### config.mk
export PLATFORM = sky130hd
export DESIGN_NAME = gslcd_pixel_unpack
export DESIGN_NICKNAME = d
export VERILOG_FILES = /design/src/rtl/gslcd_pkg.sv /design/src/rtl/gslcd_byte_shift_buffer.sv /design/src/rtl/gslcd_pixel_unpack.sv
export SDC_FILE = /design/constraint.sdc
export NUM_CORES = 1
export LEC_CHECK = 0
export CORE_AREA = 3 3 193 120
export DETAILED_ROUTE_END_ITERATION = 12
export DIE_AREA = 0 0 196 123
export PLACE_DENSITY_LB_ADDON = 0.05
export SLEW_MARGIN = 20
export SYNTH_ARGS = -nofsm -noshare
export SYNTH_HDL_FRONTEND = slang
export SYNTH_HIERARCHICAL = 1
export SYNTH_SLANG_ARGS = --single-unit
### constraint.sdc
create_clock -name clk -period 6.4 [get_ports clk]
set_input_delay 0.64 -clock clk [delete_from_list [all_inputs] [get_ports clk]]
set_output_delay 0.64 -clock clk [all_outputs]
set_load 0.01 [all_outputs]
### src/rtl/gslcd_pkg.sv
// gslcd_pkg: pixel format encodings, bytes-per-pixel lookup and default underrun colour
package gslcd_pkg;
  typedef enum logic [1:0] {
    GSLCD_MODE_RGB888   = 2'd0,
    GSLCD_MODE_RGB565   = 2'd1,
    GSLCD_MODE_XRGB8888 = 2'd2,
    GSLCD_MODE_XRGB_ALT = 2'd3
  } gslcd_mode_e;
  localparam logic [23:0] GSLCD_UNDERRUN_COLOR = 24'hFF0000;
  function automatic logic [2:0] gslcd_bpp(input logic [1:0] m);
    return m == GSLCD_MODE_RGB888 ? 3'd3 : m == GSLCD_MODE_RGB565 ? 3'd2 : 3'd4;
  endfunction
endpackage

### src/rtl/gslcd_byte_shift_buffer.sv
// gslcd_byte_shift_buffer: byte queue that drops consumed bytes from the bottom and appends whole words above the survivors
module gslcd_byte_shift_buffer #(
  parameter int W = 4,
  parameter int CAP = 8,
  localparam int CW = $clog2(CAP + 1)
) (
  input  logic          clk,
  input  logic          reset,
  input  logic          flush,
  input  logic [2:0]    take,
  input  logic          wr,
  input  logic [8*W-1:0] wr_data,
  output logic [CW-1:0] cnt,
  output logic [31:0]   bytes
);
  localparam logic [8*CAP-1:0] WMASK = {{(8*CAP-8*W){1'b0}}, {(8*W){1'b1}}};
  logic [8*CAP-1:0] mem_q, mem_d, shifted;
  logic [CW-1:0] base;
  always_comb begin
    shifted = mem_q >> (8 * take);
    base = cnt - CW'(take);
    mem_d = wr ? (shifted & ~(WMASK << (8 * base))) | ((8*CAP)'(wr_data) << (8 * base)) : shifted;
  end
  always_ff @(posedge clk)
    if (reset || flush) begin
      cnt <= '0;
      mem_q <= '0;
    end else begin
      cnt <= cnt - CW'(take) + (wr ? CW'(W) : '0);
      mem_q <= mem_d;
    end
  assign bytes = mem_q[31:0];
endmodule

### src/rtl/gslcd_pixel_unpack.sv
// gslcd_pixel_unpack: unpacks framebuffer words into RGB888 pixels, filling underruns with a fixed colour
module gslcd_pixel_unpack
  import gslcd_pkg::*;
#(
  parameter int C_WORD_WIDTH = 32,
  parameter logic [23:0] C_UNDERRUN_COLOR = GSLCD_UNDERRUN_COLOR
) (
  input  logic                    clk,
  input  logic                    reset,
  input  logic [1:0]              mode,
  input  logic                    frame_start,
  input  logic [C_WORD_WIDTH-1:0] s_data,
  input  logic                    s_valid,
  output logic                    s_ready,
  input  logic                    pix_rd,
  output logic [23:0]             pix_data,
  output logic                    pix_valid,
  output logic                    pix_underrun,
  output logic [15:0]             underrun_count
);
  localparam int W = C_WORD_WIDTH / 8;
  localparam int CAP = 2 * W;
  localparam int CW = $clog2(CAP + 1);
  if (C_WORD_WIDTH != 32 && C_WORD_WIDTH != 64) begin : g_bad_width
    $error("gslcd_pixel_unpack: C_WORD_WIDTH must be 32 or 64");
  end
  logic [1:0] act_mode;
  logic [2:0] bpp, take;
  logic [CW-1:0] cnt;
  logic [31:0] b;
  logic [7:0] unused_b3;
  logic rd, has, wr;
  logic [23:0] pix;
  always_comb begin
    bpp = gslcd_bpp(act_mode);
    rd = pix_rd && !frame_start;
    has = cnt >= CW'(bpp);
    take = rd && has ? bpp : 3'd0;
    s_ready = !reset && !frame_start && (cnt - CW'(take) <= CW'(CAP - W));
    wr = s_valid && s_ready;
    pix = act_mode == GSLCD_MODE_RGB565 ? {b[15:11], b[15:13], b[10:5], b[10:9], b[4:0], b[4:2]} : b[23:0];
  end
  assign unused_b3 = b[31:24];
  gslcd_byte_shift_buffer #(.W(W), .CAP(CAP)) u_buf (
    .clk(clk),
    .reset(reset),
    .flush(frame_start),
    .take(take),
    .wr(wr),
    .wr_data(s_data),
    .cnt(cnt),
    .bytes(b)
  );
  always_ff @(posedge clk)
    if (reset) begin
      act_mode <= 2'd0;
      pix_data <= 24'd0;
      pix_valid <= 1'b0;
      pix_underrun <= 1'b0;
      underrun_count <= 16'd0;
    end else begin
      pix_valid <= rd;
      if (frame_start) begin
        act_mode <= mode;
        underrun_count <= 16'd0;
      end else if (rd && !has && underrun_count != 16'hFFFF)
        underrun_count <= underrun_count + 16'd1;
      if (rd) begin
        pix_data <= has ? pix : C_UNDERRUN_COLOR;
        pix_underrun <= !has;
      end
    end
endmodule

==> results.yml, run 1 <==
detailed_routing:
  dr_wl_met3_um: 1516
  met1Wirelength_um: 12920
  dr.pass1.iters: 5
  met2WireLength_um: 10920
  dr.max_layer_used: "met4"
  wl_per_cell_um: 21.43
  num_vias: 7137
  drc: 0
  drt_iter0_drc: 714
  drt-total-wl_um: 25870
  postRouteAntennaNets: 0
  viasPerCell: 5.913
finish:
  fillers: 2198
  ff_latch_area_mm2: 0.002242
  area_growth_pct: 15.28
  drive_gt1_frac: 0.1097
  final_common_cell: "nand2_1"
  final_cell_mix: "nand2_1 (119), dfxtp_1 (112), clkdlybuf4s50_1 (81)"
  multiInputGateArea_mm2: 0.004663
  n_antenna_cell: 0
  nets: 967
sta:
  rsz0062_at_grt: "no"
  fin_crit_sh: 0.7834
  worstMarginPinSlew_ns: 1.090
  maxSlewHeadroom: 0.2716
  fin_worst_skew_ns: 0.01159
  finalSetupTns_ns: 0
  setup_violations: 0
  final-max-slew-violation-count: 0
  setup_ws_ns: 1.386
  finalCriticalPeriod_ns: 5.014
  hold_viol_final: 0
  fmax_ghz: 0.1995
grt:
  grt_pass1_wl_um: 38740
  grt_pass1_vias: 6595
  antenna_found_initial: 0
  grt_max_degree: 60
  grt.total_usage: 0.2093
  grt.overflow.total: 0
setup_path:
  path_max_fanout: 21
  startpoint_type: "flop"
  crit_required_ns: 6.67
  worstSetupEndpointType: "flop"
  crit_arrival_ns: 5.28
  setup.worst_path.class: "flop to flop"
min_path:
  hp-class: "flop to flop"
synth:
  syn_inst: 903
  ys.warnings.count: 6
  synth_nets: 954
  synth.avg_cell_area_um2: 8.226
  syn_area_mm2: 0.007428
cts:
  path_clk_slew_ns: 0.08
  cts_tree: "built"
  htree_levels: 3
  cts_resized: 0
  ctsHoldBuffers: 0
  cts.path.max_buffers: 2
  cts_inserted_buffers: 9
  clk_latency_ns: 0.37
  cts_sinks: 112
  cts-root-buf: "clkbuf_16"
  post_cts.repair.setup_buffers: 0
die:
  coreArea_mm2: 0.02165
  fp.dieH_um: 123
  dieArea_mm2: 0.02411
  die_w_um: 196
  io_pins: 82
  fp-row-count: 42
  initial_core_util: 0.3431
status:
  status: "finished, final reports clean"
pwr:
  powerDensity_mw_per_mm2: 202.7
  ir_drop_uv: 130.2
  p_leak_nw: 2.876
placed_design:
  pre_cts_ws_ns: 1.331
  port_buffers: 81
  place_hpwl_um: 19300
  place_congestion: 0.8675
run:
  drv_cap: 0
==> worst paths after layout <==
path,end,from,slack (ns),depth (start not counted)
worst max-delay path,u_buf/mem_q[17],act_mode[1],1.39,16
worst min-delay path,pix_data[16],pix_data[16],0.50,2
worst max register to register,u_buf/mem_q[17],act_mode[1],1.39,16
worst min register to register,pix_data[16],pix_data[16],0.50,2
==> area by class of cell <==
class                      count  share of cell area
sequential                   112              0.2618
clock buffer                   9             0.02630
inverter                      11            0.004822
timing repair buffer          99              0.1105
multi-input combinational    683              0.5446
tap                          286             0.04179
clock inverter                 7             0.01023
==> registers in the layout, indices dropped and copies added (netlist names) <==
signal,cells
act_mode,2
u_buf/cnt,4
pix_data,24
underrun_count,16
u_buf/mem_q,64
pix_valid,1
pix_underrun,1
==> per-stage QoR <==
| step | hold slack (ns) | std cells | utilization | instance area, µm² | power [mW] |
|---|---|---|---|---|---|
| floorplan | 0.4727 | 903 | - | 7428 | 1.007 |
| global placement | 0.4829 | 1191 | 0.3811 | 8250 | 1.137 |
| detailed placement | 0.4971 | 1191 | 0.3811 | 8250 | 1.141 |
| CTS | 0.5080 | 1207 | 0.3955 | 8563 | 1.750 |
| global route | 0.5279 | 1207 | 0.3955 | 8563 | 1.814 |
| finish | 0.4997 | 1207 | 0.3955 | 8563 | 1.736 |
==> worst max-delay path, stage by stage (launching register included) <==
cell	delay, ns
dfxtp_1	0.57
inv_1	0.13
ha_1	0.44
nand2_1	0.10
o21ai_1	0.46
and3_4	0.50
ha_1	0.23
nor2b_1	0.06
or3_1	0.31
a31o_2	0.27
nor4_2	0.24
buf_4	0.27
nand2b_1	0.09
a21oi_2	0.32
o21a_1	0.53
nand2_1	0.10
a21oi_1	0.25
==> report_power, final <==
part           total, mW  internal [mW]  switching, mW
sequential         0.732          0.713         0.0192
combinational      0.396          0.147          0.249
clock              0.607          0.312          0.295
==> routing by layer <==
layer / vias to the layer above / global-route usage
met5: - / 0
met3: 38 / 0.03704
met4: 0 / 0.06053
met1: 3533 / 0.3135
met2: 227 / 0.3070
li1: 3339 / -
(Power assumes the default switching activity.)
==> inputs of run 2 (changes only) <==
Clock period 6.4 ns to 4.79 ns, I/O delays scaled along.
==> run 2 against run 1 <==
Sequential power up 33%. Count of clock-buffer cells in the layout unchanged. First-iteration DRC count down 18%. Sequential share of layout area down 0.061 points. Worst setup slack worse by 1.1 ns. Sequential cell count unchanged. Critical path depth unchanged. Cell count up 0.41%. Die area unchanged. Core utilization up 0.093 points. Wire length down 0.29%. Critical path type unchanged. Largest cell class unchanged. Largest power group unchanged. Highest routed layer unchanged.
==> results.yml, run 2 (same netlist as run 1, synthesis figures left out) <==
status:
  status: "finished, final reports clean"
min_path:
  hp-class: "flop to flop"
die:
  fp-row-count: 42
  coreArea_mm2: 0.02165
  io_pins: 82
  initial_core_util: 0.3431
  fp.dieH_um: 123
  dieArea_mm2: 0.02411
  die_w_um: 196
setup_path:
  cpPeakStageDelay_ns: 0.52
  crit_required_ns: 5.00
  critPathSlowestCell: "dfxtp_1"
  startpoint_type: "flop"
  crit_family: "compound AO/OA/AOI/OAI gates"
  crit_arrival_ns: 4.70
  crit_buf_inv: 1
  worstSetupEndpointType: "flop"
  path_max_fanout: 16
  worstPathCellList: "nor2_1, ha_1, nand2b_1, a31oi_4, nor3_2, inv_1, ha_1, nor2b_1, or3_1, a31o_2, nor4_2, nand2b_1, a21oi_2, o211ai_2, o21ai_0, a21oi_1"
  setup.worst_path.class: "flop to flop"
cts:
  path_clk_slew_ns: 0.08
  cts_tree: "built"
  clk_latency_ns: 0.36
  cts-root-buf: "clkbuf_16"
  cts_inserted_buffers: 9
  post_cts.repair.setup_buffers: 0
  htree_levels: 3
  cts.path.max_buffers: 2
  cts_sinks: 112
sta:
  final-max-slew-violation-count: 0
  fin_crit_sh: 0.9370
  whs_ns: 0.4938
  hold_viol_final: 0
  maxSlewHeadroom: 0.3332
  rsz0062_at_grt: "yes"
  fmax_ghz: 0.2228
  setup_violations: 0
  worstMarginPinSlew_ns: 0.9958
  finalCriticalPeriod_ns: 4.488
  fin_worst_skew_ns: 0.009204
pwr:
  ir_drop_uv: 178.6
  p_leak_nw: 2.897
  total_power_mw: 2.249
  powerDensity_mw_per_mm2: 262.1
placed_design:
  place_hpwl_um: 19240
  place_congestion: 0.8965
  port_buffers: 81
  place_area_mm2: 0.008308
detailed_routing:
  drc: 0
  drt-total-wl_um: 25790
  viasPerCell: 5.872
  drt_iter0_drc: 587
  wl_per_cell_um: 21.28
  postRouteAntennaNets: 0
  num_vias: 7117
  dr.pass1.iters: 5
finish:
  multiInputGateArea_mm2: 0.004671
  final_common_cell: "nand2_1"
  nets: 973
  top_regs: "u_buf/mem_q x64, pix_data x24, underrun_count x16"
  n_antenna_cell: 0
  drive_gt1_frac: 0.1177
  final_cell_mix: "nand2_1 (119), dfxtp_1 (112), clkdlybuf4s50_1 (81)"
  area_growth_pct: 15.55
  top_register: "u_buf/mem_q"
  ff_latch_area_mm2: 0.002242
  stdcell_area_mm2: 0.008583
  largest_reg_flops: 64
  fillers: 2227
grt:
  grt.total_usage: 0.2118
  top_usage_layer: "met2"
  grt.overflow.total: 0
  grt_pass1_vias: 6865
  met2_usage: 0.3296
  grt_use_met1: 0.3132
  antenna_found_initial: 0
  gr-usage-met3: 0.03241
  grt_max_degree: 55
  grt_pass1_wl_um: 39850
run:
  drv_cap: 0
-- run 2: cell types whose count changed in the layout (fill, tap and decap cells not counted), sizes merged --
cell	previous run	this run
buf	18	24
inv	12	11
bufinv	1	0
clkinv	3	4
-- run 2: final timing paths --
path                           start                  to  slack [ns]  cells after the start
setup / recovery         act_mode[0]     u_buf/mem_q[12]        0.30                     16
hold / removal    underrun_count[15]  underrun_count[15]        0.49                      2
setup reg to reg         act_mode[0]     u_buf/mem_q[12]        0.30                     16
hold reg to reg   underrun_count[15]  underrun_count[15]        0.49                      2
-- run 2: layout make-up --
cell class | count | share of cell area
inverters | 11 | 0.004810
well taps | 286 | 0.04169
clock buffers | 9 | 0.02624
clock inverters | 6 | 0.004956
flip-flops and latches | 112 | 0.2612
repair buffers | 105 | 0.1169
multi-input cells | 683 | 0.5442
-- run 2: stage by stage --
| step | TNS (ns) | worst slack (ns) | util | cells |
|---|---|---|---|---|
| 5_1_grt | -0.2980 | -0.09544 | 0.3964 | 1212 |
| 6_report | 0 | 0.3018 | 0.3964 | 1212 |
| 4_1_cts | 0 | 0.2753 | 0.3961 | 1212 |
| 3_5_place_dp | 0 | 0.3211 | 0.3837 | 1197 |
| 3_3_place_gp | 0 | 0.4181 | 0.3837 | 1197 |
| 2_1_floorplan | 0 | 0.2483 | - | 903 |
-- run 2: worst reg2reg max path, delay by kind of cell, from the launching register on --
kind | cells | cell delay (ns)
flip-flops | 1 | 0.52
AO/OA/AOI/OAI | 6 | 1.57
adder cells (fa/ha/maj) | 2 | 0.62
buffers and inverters | 1 | 0.09
AND/OR/NAND/NOR | 7 | 1.54
-- run 2: power by group --
| part | internal, mW | switching, mW |
|---|---|---|
| Combinational | 0.204 | 0.340 |
| Sequential | 0.953 | 0.0235 |
| Clock | 0.353 | 0.375 |
| Total | 1.51 | 0.739 |
-- run 2: per-layer routing --
metal | share of wire | vias to the layer above
met3 | 0.055 | 21
li1 | - | 3333
met4 | 0.0098 | 0
met2 | 0.44 | 221
met5 | 0 | -
met1 | 0.49 | 3542
-- run 2: what timing repair did --
item,in CTS,in global routing
gates resized for setup,0,2
hold buffers,0,0
setup endpoints to repair,0,10
==> inputs of run 3 (changes only) <==
Settings changed: CTS_CLUSTER_DIAMETER set to 80.
==> results of run 3 <==
The final DEF is identical to that of run 2; final timing and power are the same.
